## src/rtl/amp_gain_ctrl.sv

```systemverilog
// Button-debounced five-level amplifier gain; AMP_GAIN_CTRL_RAMP_EN enables sample-paced gain ramping.
// Samples: fixed one-cycle latency and no back-pressure, so every smp_valid_i produces one smp_valid_o.
module amp_gain_ctrl #(
    parameter logic [15:0] DEB_CNT  = 16'd50000,
    parameter logic [7:0]  RAMP_SMP = 8'd32
) (
    input  logic               clk,
    input  logic               rst,
    input  logic               btn_inc,
    input  logic               btn_dec,
    input  logic               smp_valid_i,
    input  logic signed [15:0] smp_i,
    output logic               smp_valid_o,
    output logic signed [31:0] smp_o,
    output logic [2:0]         gain_sel_o,
    output logic [4:0]         gain_o,
    output logic               busy_o
);

    // Bit 0 is the inc button, bit 1 the dec button.
    logic [1:0]  sync1_q, sync2_q, deb_q, deb_hit, press;
    logic [15:0] deb_cnt_q [2];
    logic [2:0]  sel_d, sel_q;
    logic [4:0]  target, gain_q;
    logic        smp_vld_q;
    logic signed [31:0] smp_q, smp_ext, gain_ext, prod;

    always_comb begin
        deb_hit = '0;
        press   = '0;
        for (int i = 0; i < 2; i++) begin
            deb_hit[i] = (sync2_q[i] != deb_q[i]) && (deb_cnt_q[i] == DEB_CNT - 16'd1);
            press[i]   = deb_hit[i] & sync2_q[i];
        end
    end

    always_ff @(posedge clk or posedge rst) begin
        if (rst) begin
            sync1_q      <= '0;
            sync2_q      <= '0;
            deb_q        <= '0;
            deb_cnt_q[0] <= '0;
            deb_cnt_q[1] <= '0;
        end else begin
            sync1_q <= {btn_dec, btn_inc};
            sync2_q <= sync1_q;
            for (int i = 0; i < 2; i++) begin
                if (sync2_q[i] == deb_q[i]) begin
                    deb_cnt_q[i] <= '0;
                end else if (deb_hit[i]) begin
                    deb_q[i]     <= sync2_q[i];
                    deb_cnt_q[i] <= '0;
                end else begin
                    deb_cnt_q[i] <= deb_cnt_q[i] + 16'd1;
                end
            end
        end
    end

    // Simultaneous inc and dec presses cancel each other.
    always_comb begin
        sel_d = sel_q;
        if (press[0] && !press[1] && sel_q != 3'd4)
            sel_d = sel_q + 3'd1;
        else if (press[1] && !press[0] && sel_q != 3'd0)
            sel_d = sel_q - 3'd1;
    end

    always_comb begin
        case (sel_q)
            3'd0:    target = 5'd1;
            3'd1:    target = 5'd2;
            3'd2:    target = 5'd4;
            3'd3:    target = 5'd6;
            default: target = 5'd8;
        endcase
    end

    always_ff @(posedge clk or posedge rst) begin
        if (rst) sel_q <= '0;
        else     sel_q <= sel_d;
    end

`ifdef AMP_GAIN_CTRL_RAMP_EN
    typedef enum logic {IDLE, RAMP} state_t;
    state_t     state_q;
    logic [7:0] smp_cnt_q;
    logic [4:0] gain_step;

    assign gain_step = (target > gain_q) ? gain_q + 5'd1 : gain_q - 5'd1;

    // A target change mid-ramp just redirects gain_step; the sample count carries over.
    always_ff @(posedge clk or posedge rst) begin
        if (rst) begin
            state_q   <= IDLE;
            smp_cnt_q <= '0;
            gain_q    <= 5'd1;
        end else begin
            case (state_q)
                IDLE: begin
                    smp_cnt_q <= '0;
                    if (target != gain_q) state_q <= RAMP;
                end
                default: begin
                    if (target == gain_q) begin
                        state_q   <= IDLE;
                        smp_cnt_q <= '0;
                    end else if (smp_valid_i) begin
                        if (smp_cnt_q == RAMP_SMP - 8'd1) begin
                            smp_cnt_q <= '0;
                            gain_q    <= gain_step;
                            if (gain_step == target) state_q <= IDLE;
                        end else begin
                            smp_cnt_q <= smp_cnt_q + 8'd1;
                        end
                    end
                end
            endcase
        end
    end

    assign busy_o = (state_q == RAMP);
`else
    always_ff @(posedge clk or posedge rst) begin
        if (rst) gain_q <= 5'd1;
        else     gain_q <= target;
    end

    assign busy_o = 1'b0;
`endif

    // The gain is at most 8, so the 32-bit product is always exact.
    assign smp_ext  = {{16{smp_i[15]}}, smp_i};
    assign gain_ext = {27'd0, gain_q};
    assign prod     = smp_ext * gain_ext;

    always_ff @(posedge clk or posedge rst) begin
        if (rst) begin
            smp_vld_q <= 1'b0;
            smp_q     <= '0;
        end else begin
            smp_vld_q <= smp_valid_i;
            if (smp_valid_i) smp_q <= prod;
        end
    end

    assign smp_valid_o = smp_vld_q;
    assign smp_o       = smp_q;
    assign gain_sel_o  = sel_q;
    assign gain_o      = gain_q;

endmodule
```

## config.mk

```make
export PLATFORM = sky130hd
export DESIGN_NAME = amp_gain_ctrl
export DESIGN_NICKNAME = d
export VERILOG_FILES = /design/src/rtl/amp_gain_ctrl.sv
export SDC_FILE = /design/constraint.sdc
export NUM_CORES = 1
export LEC_CHECK = 0
export BUFFER_PORTS_ARGS = -buffer_cell sky130_fd_sc_hd__buf_2
export CORE_UTILIZATION = 54
export CTS_CLUSTER_DIAMETER = 200
export DETAILED_ROUTE_END_ITERATION = 8
export PLACE_DENSITY = 0.77
export SETUP_SLACK_MARGIN = 0.2
export SYNTH_ARGS = -nofsm -noshare
export SYNTH_HDL_FRONTEND = slang
export SYNTH_SLANG_ARGS = --single-unit
```

## constraint.sdc

```tcl
create_clock -name clk -period 3.6 [get_ports clk]
set_clock_uncertainty 0.1 [all_clocks]
set_input_delay 0.54 -clock clk [delete_from_list [all_inputs] [get_ports clk]]
set_output_delay 0.54 -clock clk [all_outputs]
set_load 0.05 [all_outputs]
```

==> results of run 1 <==
-- cell type report --
| cell class | count | area [µm²] |
|---|---|---|
| Clock buffer | 11 | 131.4 |
| Clock inverter | 5 | 52.55 |
| Fill cell | 766 | 3067 |
| Inverter | 97 | 366.6 |
| Multi-Input combinational cell | 435 | 4025 |
| Sequential cell | 68 | 1709 |
| Tap cell | 136 | 170.2 |
| Timing Repair Buffer | 123 | 848.3 |
-- cells in the final DEF, fill, tap and decap left out, types with 17 or more instances in the layout --
cell type / Yosys / layout
nor2_1: 40 / 38
inv_1: 97 / 86
xor2_1: 17 / 17
dfrtp_1: 67 / 65
and2_1: 63 / 55
nand2_1: 39 / 35
buf_4: 12 / 50
ha_1: 47 / 31
buf_2: 5 / 60
fa_1: 32 / 31
-- report_power, final --
| group | internal (W) | switching, W | total, W |
|---|---|---|---|
| logic | 0.000122 | 0.000268 | 0.000391 |
| clock network | 0.000317 | 0.000298 | 0.000615 |
| registers | 0.000795 | 0.0000208 | 0.000815 |
-- layer usage --
layer | up-vias | routed length (µm)
li1 | 2307 | -
met1 | 2385 | 5933
met4 | 0 | 420
met5 | - | 0
met3 | 37 | 484
met2 | 130 | 6947
-- worst min-delay path by stage --
stage | startpoint | cells after the start | slack, ns | endpoint
after floorplan | sync1_q[0] | 0 | 0.23 | sync2_q[0]
after global placement | sync1_q[0] | 0 | 0.23 | sync2_q[0]
after detailed placement | sync1_q[0] | 0 | 0.24 | sync2_q[0]
after CTS | btn_dec | 1 | 0.18 | sync1_q[1]
after global routing | btn_dec | 1 | 0.18 | sync1_q[1]
final | rst | 2 | 0.19 | deb_cnt_q[20]
-- cells by family (layout without fill, tap and decap cells) --
logic type | count (synthesis) | after routing | synth area share [%]
multiplexers | 11 | 11 | 2.181
other | 1 | 2 | 0.06472
adder cells (fa/ha/maj) | 79 | 79 | 21.20
buffers and inverters | 129 | 236 | 9.631
AND/OR/NAND/NOR | 211 | 211 | 20.19
XOR/XNOR | 32 | 32 | 4.837
flip-flops | 68 | 68 | 29.39
AO/OA/AOI/OAI | 100 | 100 | 12.50
-- flip-flops by register name (all words and copies together), names as in the netlist --
signal and cells:
gain_o 4, deb_q 2, smp_valid_o 1, sync1_q 2, gain_sel_o 3, sync2_q 2, smp_o 22, deb_cnt_q 32
-- through the flow --
stage / instance area [µm²] / instances
after detailed placement: 6470 / 835
after global routing: 7303 / 875
after CTS: 7167 / 873
after global placement: 6470 / 835
after floorplan: 5949 / 632
final: 7303 / 875
-- repair_timing --
action,CTS,global route
buffers inserted,22,2
resized for setup,66,21
hold endpoints to repair,0,0
endpoints found under the setup margin,15,15
pin swaps,58,16
==> key figures, run 1 <==
Placed design
  – GP Congestion: 0.8515
  – Dpl ws: -0.3812 ns
  – Port bufs: 60
  – HPWL Detailed: 9612 µm

Power and ir drop
  – Overall power: 0.001821 W
  – VDD IR max: 0.2365 mV
  – Pwr dens: 249.4 mW/mm²
  – Leakage power: 3.605 nW

Global routing
  – Largest net degree at the start of global routing: 38
  – Met1 Resource Use GR: 32.14%
  – Grt peak-use layer: met2
  – Initial antenna violation count: 0
  – Total grt overflow: 0
  – Global-route wire length before repair: 23160 µm
  – GRT Total Usage: 26.23%
  – GR Util met2: 46.05%
  – Grt met3 use: 3.958%
  – Vias in the first global route: 4954

Detailed routing
  – Pre-antenna DRT Iters: 5
  – Via density: 5.553
  – Drt initial violations: 322
  – Antenna Nets Post-Route: 0
  – DR WL/cell: 15.76 µm
  – Routed wire length: 13790 µm
  – Drt drc: 0
  – Vias: 4859

Clocking
  – Number of buffers created by CTS: 9
  – Clock Path Buffers: 2
  – Sink Count: 68
  – Clock latency at the later pin of the worst-skew pair: 0.35 ns
  – Hold Buf Count CTS: 0
  – Worst-path clk slew: 0.08 ns
  – H-Tree Level Count: 3
  – CTS tree: yes
  – CTS root buf: clkbuf_8

Yosys
  – Synth top area share: 28.94%
  – Most numerous cell in the Yosys netlist: inv_1
  – Post-synth top cells: inv_1 (97), dfrtp_1 (67), and2_1 (63)
  – Synthesis-stage register bit count: 68
  – Area of the mapped netlist: 0.005794 mm²
  – Post-synth EDFFs: 0
  – Top_reg_cell synth: dfrtp_1
  – FFs w/ async S/R, synth: 100.0%
  – Synth Instances: 631
  – Post-synth cell types: 67
  – Synth area leaders: dfrtp_1 (29%), fa_1 (11%), ha_1 (10%)
  – Seq/Total Area, Yosys: 29.39%
  – Mean Syn Cell Area: 9.183 µm²
  – Post-synth top area cell: dfrtp_1
  – Yosys warns: 0

Setup path
  – Worst r2r dst: smp_o[15]
  – Setup crit start: gain_o[0]
  – Crit path buffers/inverters: 1
  – Startpoint types: flop
  – Critical-path top delay cell: dfstp_4
  – WP data arrival: 4.05 ns
  – Setup crit end: smp_o[15]
  – R2R depth: 11
  – Critical path capture point type: flop
  – Reg2reg start: gain_o[0]
  – Critical path depth: 11
  – R2R Setup Slk: -0.31 ns
  – CP peak stage delay: 0.65 ns
  – Crit path max fanout: 5
  – Crit-path leading delay family: adder cells
  – Worst Setup Path Type: flop to flop
  – Crit path cell chain: and2_1, fa_1, ha_1, fa_1, inv_1, fa_2, nor2b_4, o31a_1, o221ai_4, o2111a_1, a221o_1
  – CP dominant cell by count: fa_1
  – Crit path required time: 3.74 ns

Floorplan
  – Std cell rows: 37
  – Initial core utilization: 55.88%
  – Die W: 105.6 µm
  – Core Area: 0.01037 mm²
  – Chip Height: 105.6 µm
  – Top Ports: 63
  – Die area: 0.01115 mm²

STA
  – Hold WS: 0.1880 ns
  – Final setup TNS: -2.471 ns
  – Worst Slack Setup Final: -0.3064 ns
  – Final period util: 108.5%
  – Final Hold Fails: 0
  – Max_slew headroom: 46.92%
  – Pins Over Slew Limit: 0
  – Final min period: 3.906 ns
  – Unrepaired setup endpoints after global routing: yes
  – FMAX: 256.0 MHz
  – Worst slew pin tran: 0.7954 ns
  – Final setup fails: 15

Layout
  – Layout Utilization: 70.43%
  – N_diodes: 0
  – Share of layout cells above drive strength 1: 30.99%
  – Nets: 834
  – Layout area overhead: 26.04%

Outcome
  – Failing checks: negative setup slack
  – Status: finished with violations

Min path
  – Worst min path class: primary input to async pin

Run
  – Max Cap Viol: 0
(Power assumes the default switching activity.)
==> run 2: changes to the inputs <==
CELL_PAD_IN_SITES_DETAIL_PLACEMENT = 1   (was unset)
CELL_PAD_IN_SITES_GLOBAL_PLACEMENT = 1   (was unset)
CORE_UTILIZATION = 42   (was 54)
PLACE_DENSITY = unset   (was 0.77)
PLACE_DENSITY_LB_ADDON = 0.1   (was unset)
==> key figures, run 2 (synthesized netlist as in run 1, its figures left out) <==
Outcome
  – Status: finished with violations
  – Failing checks: negative setup slack

Floorplan
  – Core Area: 0.01335 mm²
  – Die W: 119.5 µm
  – Top Ports: 63
  – Std cell rows: 42
  – Die area: 0.01427 mm²
  – Chip Height: 119.5 µm
  – Initial core utilization: 43.41%

Detailed routing
  – Drt initial violations: 132
  – Antenna Nets Post-Route: 0
  – Pre-antenna DRT Iters: 4
  – Routed wire length: 16690 µm
  – DR WL/cell: 17.89 µm
  – Vias: 4963
  – Via density: 5.319
  – Drt drc: 0

Layout
  – Largest reg by FF count: deb_cnt_q
  – Layout area overhead: 30.47%
  – Most frequent cells in the layout: inv_1 (86), buf_4 (71), dfrtp_1 (65), buf_2 (60), and2_1 (51)
  – Share of layout cells above drive strength 1: 33.69%
  – Nets: 852
  – Number of fill cells: 1552
  – Layout Utilization: 56.64%
  – Commonest non-fill, non-tap cell in the layout: inv_1
  – N_diodes: 0
  – Multi-input logic area: 0.004009 mm²
  – FF+latch area: 0.001714 mm²
  – Max FFs per register: 32

Placed design
  – HPWL Detailed: 11420 µm
  – Dpl ws: -0.3772 ns
  – GP Congestion: 0.7918
  – Port bufs: 60

Clocking
  – Clock Path Buffers: 2
  – Clock latency at the later pin of the worst-skew pair: 0.34 ns
  – Sink Count: 68
  – Worst-path clk slew: 0.06 ns
  – Hold Buf Count CTS: 0
  – H-Tree Level Count: 3
  – CTS root buf: clkbuf_16
  – Number of buffers created by CTS: 9
  – CTS tree: yes

Global routing
  – Largest net degree at the start of global routing: 42
  – Total grt overflow: 0
  – GRT Total Usage: 23.99%
  – Global-route wire length before repair: 26890 µm
  – Vias in the first global route: 5518
  – Initial antenna violation count: 1

STA
  – Final setup fails: 15
  – Max_slew headroom: 40.79%
  – Final min period: 3.996 ns
  – Worst Slack Setup Final: -0.3957 ns
  – Unrepaired setup endpoints after global routing: yes
  – Pins Over Slew Limit: 0
  – Final period util: 111.0%
  – FMAX: 250.3 MHz
  – Worst slew pin tran: 0.8872 ns
  – Final Hold Fails: 0

Power and ir drop
  – Comb pwr share: 19.1%
  – Clock share of power: 41.6%
  – Internal Power: 0.001456 W
  – VDD IR max: 0.2816 mV
  – Pwr dens: 276.1 mW/mm²
  – Leakage power: 3.725 nW
  – Share of power burned in registers: 39.2%
  – P_sw: 0.0006314 W
  – Sw frac: 30.25%

Run
  – Max Cap Viol: 0

Setup path
  – Setup crit start: gain_o[0]
  – Worst Setup Path Type: flop to flop
  – Critical path capture point type: flop
  – WP data arrival: 4.12 ns
  – Reg2reg start: gain_o[0]
  – Crit path max fanout: 7
  – Startpoint types: flop
  – Crit path required time: 3.72 ns

Min path
  – Worst min path class: primary input to async pin
## run 2: changes by cell type in the layout (fill, tap and decap cells not counted), moves of 3 or more
cell,delta
o21ai_4,-3
buf_4,+21
clkbuf_16,+9
and2_1,-4
clkbuf_8,-9
buf_6,-3
and2_4,+4
o21ai_2,+4
## run 2: power by group through the flow
stage | registers (W) | clock network, W | logic [W]
2_1_floorplan | 0.000910 | 0 | 0.000191
3_3_place_gp | 0.000831 | 0 | 0.000359
3_5_place_dp | 0.000832 | 0 | 0.000367
4_1_cts | 0.000819 | 0.000892 | 0.000387
5_1_grt | 0.000823 | 0.000918 | 0.000431
6_report | 0.000819 | 0.000869 | 0.000400
## run 2: final timing paths
check                                     to  slack (ns)  cells past startpoint
worst max-delay path               smp_o[12]       -0.40                     14
worst min-delay path            deb_cnt_q[9]        0.05                      2
worst max register to register     smp_o[12]       -0.40                     14
worst min register to register    sync2_q[1]        0.25                      0
max in group asynchronous          gain_o[2]        2.48                      3
min in group clk                  sync1_q[1]        0.21                      1
## run 2: metal layers
layer	part of all wire, %	wire (µm)	GRT usage, %
met1	41	6793	27.99
met2	52	8652	43.53
met3	3.0	502	3.113
met4	4.4	740	10.70
met5	0	0	0
## run 2: timing repair
item	4_1_cts	5_1_grt
setup endpoints to repair	15	17
gates resized for setup	56	31
buffers inserted	14	13
pin swaps	32	33
## run 2: per-stage QoR
stage | setup TNS (ns) | instances | hold WS (ns) | power (W) | area (µm²)
detailed placement | -4.331 | 890 | 0.2363 | 0.001199 | 6633
global route | -6.251 | 933 | 0.06378 | 0.002173 | 7560
CTS | -2.726 | 920 | 0.05341 | 0.002098 | 7320
floorplan | -1.482 | 632 | 0.2312 | 0.001101 | 5949
global placement | -3.177 | 890 | 0.2343 | 0.001190 | 6633
finish | -4.541 | 933 | 0.04625 | 0.002087 | 7560
## run 2: cell type report
type                       count  area share, %
clock buffer                  11          3.078
clock inverter                 5         0.6951
inverter                      97          4.816
multi-input combinational    435          53.03
sequential                    68          22.67
tap                          176          2.913
timing repair buffer         141          12.79
## run 2: worst max-delay path: stages (launching register included)
cell and delay, ns:
dfstp_4 0.70, buf_8 0.15, and2_4 0.15, fa_1 0.46, ha_4 0.19, fa_2 0.56, buf_4 0.11, buf_4 0.10
ha_4 0.20, a211oi_4 0.30, o211ai_1 0.18, buf_4 0.19, a21boi_4 0.14, xnor2_2 0.09, mux2_2 0.26
